--- src/rtl/serial_adder.sv ---
// Bit-serial unsigned adder: one full-adder cell plus a carry flop, LSB first.
// A start accepted in IDLE or DONE loads the operands; WIDTH RUN cycles later
// the result is registered into sum/cout together with a one-cycle done pulse.
module serial_adder #(
  parameter int WIDTH = 4
) (
  input  logic             clk,
  input  logic             rst,
  input  logic             start,
  input  logic [WIDTH-1:0] a,
  input  logic [WIDTH-1:0] b,
  output logic             busy,
  output logic             done,
  output logic [WIDTH-1:0] sum,
  output logic             cout
);

  localparam int CW = $clog2(WIDTH) + 1;

  localparam logic [1:0] S_IDLE = 2'd0;
  localparam logic [1:0] S_RUN  = 2'd1;
  localparam logic [1:0] S_DONE = 2'd2;

  logic [1:0]       r_state;
  logic [WIDTH-1:0] r_sa;
  logic [WIDTH-1:0] r_sb;
  logic [WIDTH-1:0] r_ps;
  logic             r_carry;
  logic [CW-1:0]    r_cnt;
  logic [WIDTH-1:0] r_sum;
  logic             r_cout;

  logic             w_s;
  logic             w_maj;
  logic             w_last;
  logic             w_accept;
  logic [WIDTH-1:0] w_ps_next;

  // Full-adder cell over the current LSBs and the stored carry.
  assign w_s       = r_sa[0] ^ r_sb[0] ^ r_carry;
  assign w_maj     = (r_sa[0] & r_sb[0]) | (r_sa[0] & r_carry) | (r_sb[0] & r_carry);
  assign w_ps_next = {w_s, r_ps[WIDTH-1:1]};
  assign w_last    = (r_cnt == CW'(WIDTH - 1));
  assign w_accept  = start && ((r_state == S_IDLE) || (r_state == S_DONE));

  // Control FSM: IDLE -> RUN (WIDTH cycles) -> DONE (one cycle) -> IDLE or RUN.
  always_ff @(posedge clk) begin
    if (rst) begin
      r_state <= S_IDLE;
      r_cnt   <= '0;
    end else begin
      case (r_state)
        S_IDLE, S_DONE: begin
          r_cnt   <= '0;
          r_state <= w_accept ? S_RUN : S_IDLE;
        end
        S_RUN: begin
          r_cnt <= r_cnt + CW'(1);
          if (w_last) r_state <= S_DONE;
        end
        default: r_state <= S_IDLE;
      endcase
    end
  end

  // Datapath: operand shifters, carry, partial sum; result registers load only on entry to DONE.
  always_ff @(posedge clk) begin
    if (rst) begin
      r_sa    <= '0;
      r_sb    <= '0;
      r_ps    <= '0;
      r_carry <= 1'b0;
      r_sum   <= '0;
      r_cout  <= 1'b0;
    end else if (w_accept) begin
      r_sa    <= a;
      r_sb    <= b;
      r_ps    <= '0;
      r_carry <= 1'b0;
    end else if (r_state == S_RUN) begin
      r_sa    <= r_sa >> 1;
      r_sb    <= r_sb >> 1;
      r_ps    <= w_ps_next;
      r_carry <= w_maj;
      if (w_last) begin
        r_sum  <= w_ps_next;
        r_cout <= w_maj;
      end
    end
  end

  assign busy = (r_state == S_RUN);
  assign done = (r_state == S_DONE);
  assign sum  = r_sum;
  assign cout = r_cout;

endmodule

--- config.mk ---
export PLATFORM = sky130hd
export DESIGN_NAME = serial_adder
export DESIGN_NICKNAME = d
export VERILOG_FILES = /design/src/rtl/serial_adder.sv
export SDC_FILE = /design/constraint.sdc
export NUM_CORES = 1
export LEC_CHECK = 0
export CAP_MARGIN = 0
export CORE_MARGIN = 1
export CORE_UTILIZATION = 50
export DETAILED_ROUTE_END_ITERATION = 16
export PLACE_DENSITY = 0.82
export SLEW_MARGIN = 20
export SYNTH_ARGS = -nofsm -noshare
export SYNTH_HDL_FRONTEND = slang
export SYNTH_SLANG_ARGS = --single-unit
export TNS_END_PERCENT = 30
--- constraint.sdc ---
create_clock -name clk -period 1.5 [get_ports clk]
set_clock_uncertainty 0.15 [all_clocks]
set_input_delay 0.3 -clock clk [delete_from_list [all_inputs] [get_ports clk]]
set_output_delay 0.3 -clock clk [all_outputs]
set_load 0.02 [all_outputs]
After elaboration in Yosys (flattened, before gate mapping)
Cells that the tools add are included.

$add $sub $neg: 1. Eq/ne operators: 4. Mux-type cells: 8. Bitwise gates (word level): 8. Reduce and logical (&&, ||, !) cells: 8.

Operator list (count): $mux W4 (4); $pmux W3 S2 (1); $pmux W2 S2 (1); $reduce_bool A2 Y1 (2); $reduce_or A2 Y1 (2); $add A3 B1 Y3 const B (1); $and A1 B1 Y1 (3); $eq A3 B2 Y1 const B (1); $reduce_and A3 Y1 (1); $eq A2 B1 Y1 const B (1); $eq A2 B2 Y1 const B (1); $logic_not A2 Y1 (1); $mux W2 (1); $ne A2 B1 Y1 const B (1); $or A1 B1 Y1 (2); $xor A1 B1 Y1 (2); $logic_and A1 B1 Y1 (1); $logic_or A1 B1 Y1 (1); $mux W1 (1); $not A1 Y1 (1).

Flip-flop bits (word level): 23. Bits of input ports: 11. Output and inout bits: 7. Logic and storage cells: 37.

Depth between registers and ports, before layout
Gate-level depths: netlist (run 1).

Depth in word-level cells: 5. Depth in mapped cells: 7. Depth with buffers taken out: 5.

Worst setup path before layout (run 1)
Ideal clock, no wire load.

Path type: reg2reg. Start point: register r_state[1]. End point: register r_sa[0]. Data arrival time: 1.069 ns. Data required time: 1.219 ns. Path slack: 0.150 ns. Cell stages (with the launch flop): 8. Path buffers: 3. Period minus slack after synthesis: 1.350 ns. Cells stage by stage: dfxtp_1 -> buf_6 -> nand2b_4 -> buf_12 -> inv_12 -> buf_12 -> a22oi_2 -> a21oi_2.

Elaborated cells between the ends (all ways): 7.

RTL lines: from (decl) (line 24) `logic [1:0] r_state;`; from (signal assigned) (line 55) `r_state <= w_accept ? S_RUN : S_IDLE;`; $eq A2 B1 Y1; net busy (line 12) `output logic busy,`; $reduce_bool A2 Y1 (no source line); to (signal assigned) (line 81) `r_sa <= r_sa >> 1;`; to (decl) (line 25) `logic [WIDTH-1:0] r_sa;`.

The timed path passes the listed nets, and every way through them passes these cells. A chain may end at the register's enable or synchronous reset.

Final worst setup path (run 1)
Start point: register r_state[1]. End point: output done.

Cells in the longest elaborated chain, start to end: 1.

RTL lines: $eq A2 B2 Y1 (line 93) `assign done = (r_state == S_DONE);`; to (decl) (line 13) `output logic done,`.

No other way between the ends.

==> flow_summary_export.csv, run 1 <==
group,metric,value,unit
detailed_routing,wl,1.87,mm
global_route,antenna_found_initial,0,
detailed_routing,vias_per_cell,5.06,
detailed_routing,drcViolationCount,0,
sta,slew_violations,0,
sta,hold_viol_final,0,
placement,dpl.cell_count,145,
floorplanning,die_x,46.6,µm
setup_path,cp_slowest_stage_delay,0.37,ns
floorplanning,coreArea,1800,µm²
detailed_routing,ant_nets,0,
logic_synthesis,netlist_area,995,µm²
setup_path,path_class,"reg2out",
clocking,clock-root-buffer,"clkbuf_4",
clocking,clk_latency,0.29,ns
clocking,cts_tree,"yes",
sta,max_freq,680,MHz
placement,gp_congestion,0.722,
final_layout,area_growth,26.9,%
final_layout,seqCellArea,443,µm²
logic_synthesis,yosysWarnings,0,
pwr,irDropWorstVdd,672,µV
placement,post-dp-hpwl,1.45,mm
setup_path,crit_arrival,1.02,ns
placement,preCtsSetupSlack,-0.117,ns
clocking,h-tree-depth,1,
global_route,grt_pass1_wl,2.97,mm
clocking,cts_buffers,3,
floorplanning,pin_count,18,
setup_path,cp-end-kind,"primary output",
detailed_routing,avgRoutedWirePerCell,12.6,µm
setup_path,crit_family,"flip-flops",
floorplanning,die_h,46.6,µm
placement,port_buffers,17,
detailed_routing,drt-initial-drc-count,8,
detailed_routing,vias,754,
status,outcome,"complete, no violations",
sta,fin_ws,0.0298,ns
sta,fin_crit_sh,98.0,%
setup_path,cp_max_fo,4,
final_layout,n_fill_cell,158,
setup_path,cp.required,1.05,ns
detailed_routing,drt-pass1-iter-count,4,
global_route,grt_usage,19.9,%
final_layout,finish.utilization,70.1,%
floorplanning,die_area,2170,µm²
pwr,p_leak,0.508,nW
sta,whs,0.305,ns
final_layout,antennaDiodeCount,0,
setup_path,crit_chain,"nor2b_1 > buf_4",
logic_synthesis,synth_top_area_share,44.3,%
sta,setup_viol,0,
pwr,p_per_area,893,nW/µm²
logic_synthesis,synth_largest_area_cell,"dfxtp_1",
clocking,holdBufCountCts,0,
final_layout,fin_area,1260,µm²
global_route,grt_pass1_vias,689,
setup_path,worst-path-buf-inv,1,
logic_synthesis,postSynthCellCount,99,
clocking,cts_sinks,22,
pwr,power,1.13,mW
final_layout,drive_gt1_share,23.4,%
setup_path,critPathLaunchType,"flip-flop",
logic_synthesis,synth.distinct_cells,27,
sta,fin_setup_tns,0,ns
placement,dpl_cell_area,1230,µm²
logic_synthesis,ys_seq_area_share,44.3,%
clocking,path_clk_slew,0.11,ns
hold_path,min_path_type,"reg2reg",
global_route,grt_max_degree,17,
clocking,clockBufferDepth,2,
sta,rsz0062_at_grt,"false",
global_route,grt_remaining_overflow,0,
job,cap_violations,0,
floorplanning,start_util,55.2,%
final_layout,layout.nets,139,
sta,fin_crit,1.47,ns
final_layout,multi_input_area,462,µm²
final_layout,stdcell_count,149,
sta,slew_headroom,84.7,%
logic_synthesis,synthesis.nets,113,
logic_synthesis,yosys-top-cells-area,"dfxtp_1, mux2i_1, a311oi_2",
sta,worst_pin_slew,0.229,ns
setup_path,rrSetupSlack,0.09,ns
logic_synthesis,postSynthAreaPerCell,10.0,µm²
floorplanning,placementRows,15,
setup_path,slowest_stage,"dfxtp_2",
logic_synthesis,yosys_register_bits,22,
-- what timing repair did --
action	in CTS	in global routing
endpoints found under the setup margin	7	2
gates resized for setup	15	3
buffers inserted	0	0
-- state kept, by name (all words and copies together) (netlist names) --
| name | cells |
|---|---|
| cout | 1 |
| r_carry | 1 |
| r_cnt | 3 |
| r_ps | 3 |
| r_sa | 4 |
| r_sb | 4 |
| r_state | 2 |
| sum | 4 |
-- Yosys cell counts, drive strengths merged --
cell type  instances
a311oi             4
nand2             13
mux2i              7
a22oi              1
a21oi              7
nor3               8
nand3b             1
inv                2
dfxtp             22
nand2b             3
o22ai              1
clkbuf             1
ha                 2
nor2              10
fa                 1
o21a               1
nand3              6
xor2               1
nor2b              2
buf                6
-- worst reg2reg max path, cell delays in order (launching register included) --
cell,delay (ns)
dfxtp_2,0.36
nand2b_4,0.18
inv_12,0.06
buf_4,0.21
nand2_1,0.11
a311oi_2,0.27
-- final timing paths --
| kind | start | endpoint | depth (start not counted) |
|---|---|---|---|
| max | r_state[1] | done | 2 |
| min reg2reg | sum[2] | sum[2] | 2 |
| max reg2reg | r_state[1] | r_sb[1] | 5 |
| min | sum[2] | sum[2] | 2 |
-- layout make-up --
class,instances,share of cell area [%]
flip-flops and latches,22,35.1
repair buffers,28,21.4
inverters,2,1.59
well taps,25,2.48
multi-input cells,68,36.6
clock buffers,4,2.87
-- cell families (layout without fill, tap and decap cells) --
logic type / count (synthesis) / in the layout / share of synthesized area, %
AND/OR/NAND/NOR: 43 / 43 / 21.4
flip-flops: 22 / 22 / 44.3
AO/OA/AOI/OAI: 14 / 14 / 12.6
buffers and inverters: 9 / 34 / 9.31
multiplexers: 7 / 7 / 7.04
adder cells (fa/ha/maj): 3 / 3 / 4.53
XOR/XNOR: 1 / 1 / 0.881
-- cells in the final DEF (no fill, tap or decap), types with 3 or more instances in the layout --
cell,synthesis,final
a21oi_1,6,6
a311oi_2,4,4
buf_4,1,10
clkbuf_4,0,3
clkdlybuf4s50_1,0,10
dfxtp_1,22,20
dlygate4sd2_1,0,5
mux2i_1,7,7
nand2_1,13,13
nand3_1,6,6
nor2_1,10,10
nor3_1,6,6
-- report_power, final --
part	internal [mW]	switching, mW
logic	0.102	0.0883
clock network	0.148	0.165
registers	0.608	0.0175
total	0.857	0.270
-- layer usage --
| layer | GRT usage, % | up-vias | part of all wire (%) |
|---|---|---|---|
| met3 | 3.53 | 2 | 2.1 |
| met4 | 10.6 | 0 | 0.69 |
| li1 | - | 393 | - |
| met5 | 0 | - | 0 |
| met1 | 23.6 | 347 | 45 |
| met2 | 33.6 | 12 | 52 |
No activity file was read; power rests on OpenSTA's default activity.
==> inputs of run 2 (changes only) <==
--- a/config.mk
+++ b/config.mk
@@ -6,9 +6,11 @@
 export NUM_CORES = 1
 export LEC_CHECK = 0
 export CAP_MARGIN = 0
-export CORE_MARGIN = 1
+export CORE_MARGIN = 3
 export CORE_UTILIZATION = 50
 export DETAILED_ROUTE_END_ITERATION = 16
+export GPL_ROUTABILITY_DRIVEN = 0
+export GPL_TIMING_DRIVEN = 0
 export PLACE_DENSITY = 0.82
 export SLEW_MARGIN = 20
 export SYNTH_ARGS = -nofsm -noshare
==> run 2 against run 1 <==
The run now ends with setup timing left. Sequential cell count stayed put. Clock-buffer cell count fell by 1. Critical path depth up 1. Critical endpoint is now busy.
==> flow_summary_export.csv, run 2 (synthesis results as in run 1) <==
group,metric,value,unit
status,outcome,"finished with violations",
status,violations,"setup timing",
pwr,p_switching,300,µW
floorplanning,placementRows,15,
global_route,grt_usage,17.2,%
final_layout,area_growth,26.8,%
setup_path,crit_arrival,1.06,ns
sta,fin_crit_sh,101,%
detailed_routing,vias,785,
final_layout,layout_common_cells,"dfxtp_1, nand2_1, nor2_1, clkdlybuf4s50_1, mux2i_1",
global_route,antenna_found_initial,0,
setup_path,cp.required,1.05,ns
pwr,p_leak,0.492,nW
global_route,grt_pass1_vias,701,
floorplanning,die_h,50.6,µm
clocking,h-tree-depth,1,
sta,max_freq,660,MHz
placement,dpl_cell_area,1200,µm²
pwr,irDropWorstVdd,680,µV
final_layout,final_common_cell,"dfxtp_1",
detailed_routing,wl,2.12,mm
floorplanning,pin_count,18,
clocking,cts_tree,"yes",
detailed_routing,ant_nets,0,
floorplanning,coreArea,1800,µm²
detailed_routing,vias_per_cell,5.34,
job,cap_violations,0,
setup_path,crit_chain,"nand2b_4 > inv_16 > buf_8",
final_layout,antennaDiodeCount,0,
pwr,p_int,963,µW
detailed_routing,dr_wl_met3,128,µm
detailed_routing,wl_met2,1.05,mm
final_layout,n_fill_cell,147,
sta,fin_ws,-0.0144,ns
global_route,grt_max_degree,17,
sta,hold_viol_final,0,
pwr,power,1.26,mW
setup_path,worst-path-buf-inv,2,
clocking,path_clk_slew,0.14,ns
detailed_routing,avgRoutedWirePerCell,14.4,µm
pwr,pwr-share-clk,36.6,%
final_layout,layout.nets,137,
sta,setup_viol,1,
sta,fin_crit,1.51,ns
placement,post-dp-hpwl,1.37,mm
pwr,p_per_area,1000,nW/µm²
pwr,p_comb_share,13.9,%
floorplanning,start_util,55.2,%
setup_path,critPathLaunchType,"flip-flop",
sta,worst_pin_slew,0.276,ns
detailed_routing,top_layer,"met4",
setup_path,cp_slowest_stage_delay,0.39,ns
sta,slew_violations,0,
sta,whs,0.321,ns
detailed_routing,drt-initial-drc-count,16,
detailed_routing,drt-pass1-iter-count,4,
final_layout,fin_area,1260,µm²
detailed_routing,drcViolationCount,0,
setup_path,crit_family,"flip-flops",
clocking,cts_buffers,3,
sta,slew_headroom,81.5,%
clocking,cts_sinks,22,
setup_path,cp-end-kind,"primary output",
global_route,grt_pass1_wl,3.22,mm
hold_path,min_path_type,"reg2reg",
floorplanning,die_x,50.6,µm
clocking,clk_latency,0.32,ns
placement,port_buffers,17,
detailed_routing,met1_length,902,µm
setup_path,slowest_stage,"dfxtp_4",
sta,rsz0062_at_grt,"true",
global_route,grt_remaining_overflow,0,
clocking,clockBufferDepth,2,
pwr,p_seq_share,49.5,%
setup_path,cp_max_fo,5,
pwr,p_sw_share,23.8,%
clocking,clock-root-buffer,"clkbuf_4",
floorplanning,die_area,2560,µm²
final_layout,drive_gt1_share,23.8,%
setup_path,path_class,"reg2out",
## run 2: cell count changes in the layout (fill, tap and decap cells not counted), moves of 2 or more
cell,delta
clkdlybuf4s15_1,+2
buf_4,-4
dlygate4sd2_1,-2
buf_2,+2
buf_12,-2
## run 2: power groups by stage
stage,logic [mW],clock network (mW),registers (mW)
2_1_floorplan,0.128,0,0.635
3_3_place_gp,0.174,0,0.637
3_5_place_dp,0.180,0,0.639
4_1_cts,0.177,0.462,0.624
5_1_grt,0.188,0.482,0.628
6_report,0.176,0.463,0.625
## run 2: repair_timing
| item | in CTS | in global routing |
|---|---|---|
| hold buffers | 0 | 0 |
| gates resized for setup | 22 | 6 |
| pin swaps | 0 | 5 |
| cloned | 0 | 0 |
| hold endpoints to repair | 0 | 0 |
| endpoints found under the setup margin | 13 | 17 |
| setup buffers | 1 | 4 |
## run 2: worst min-delay path, stage by stage, from the launching register on
cell and delay, ns:
dfxtp_1 0.33, nand2_1 0.06, a21oi_1 0.05
## run 2: metrics by stage
step	setup slack, ns	utilization, %	std cells	TNS (ns)
after floorplan	0.150	-	99	0
after global placement	-0.440	66.4	141	-3.73
after detailed placement	-0.449	66.4	141	-4.10
after CTS	-0.114	68.3	144	-0.288
after global routing	-0.0438	70.0	147	-0.144
final	-0.0144	70.0	147	-0.0144
## run 2: cell type report
cell class | instances | area, µm² | area share, %
Buffer | 4 | 22.5 | 1.79
Clock buffer | 3 | 22.5 | 1.79
Clock inverter | 1 | 30.0 | 2.38
Inverter | 2 | 23.8 | 1.88
Multi-Input combinational cell | 68 | 474 | 37.6
Sequential cell | 22 | 447 | 35.4
Tap cell | 25 | 31.3 | 2.48
Timing Repair Buffer | 22 | 210 | 16.7
## run 2: worst paths after layout
| kind | startpoint | end | slack [ns] | cells past startpoint |
|---|---|---|---|---|
| hold reg to reg | sum[2] | sum[2] | 0.32 | 2 |
| hold / removal | sum[2] | sum[2] | 0.32 | 2 |
| setup reg to reg | r_cnt[0] | cout | 0.02 | 5 |
| setup / recovery | r_state[1] | busy | -0.01 | 3 |
## run 2: metal layers
layer | global-route usage (%) | vias to the layer above
li1 | - | 389
met1 | 20.4 | 365
met4 | 5.38 | 0
met5 | 0 | -
met3 | 4.45 | 6
met2 | 30.2 | 25
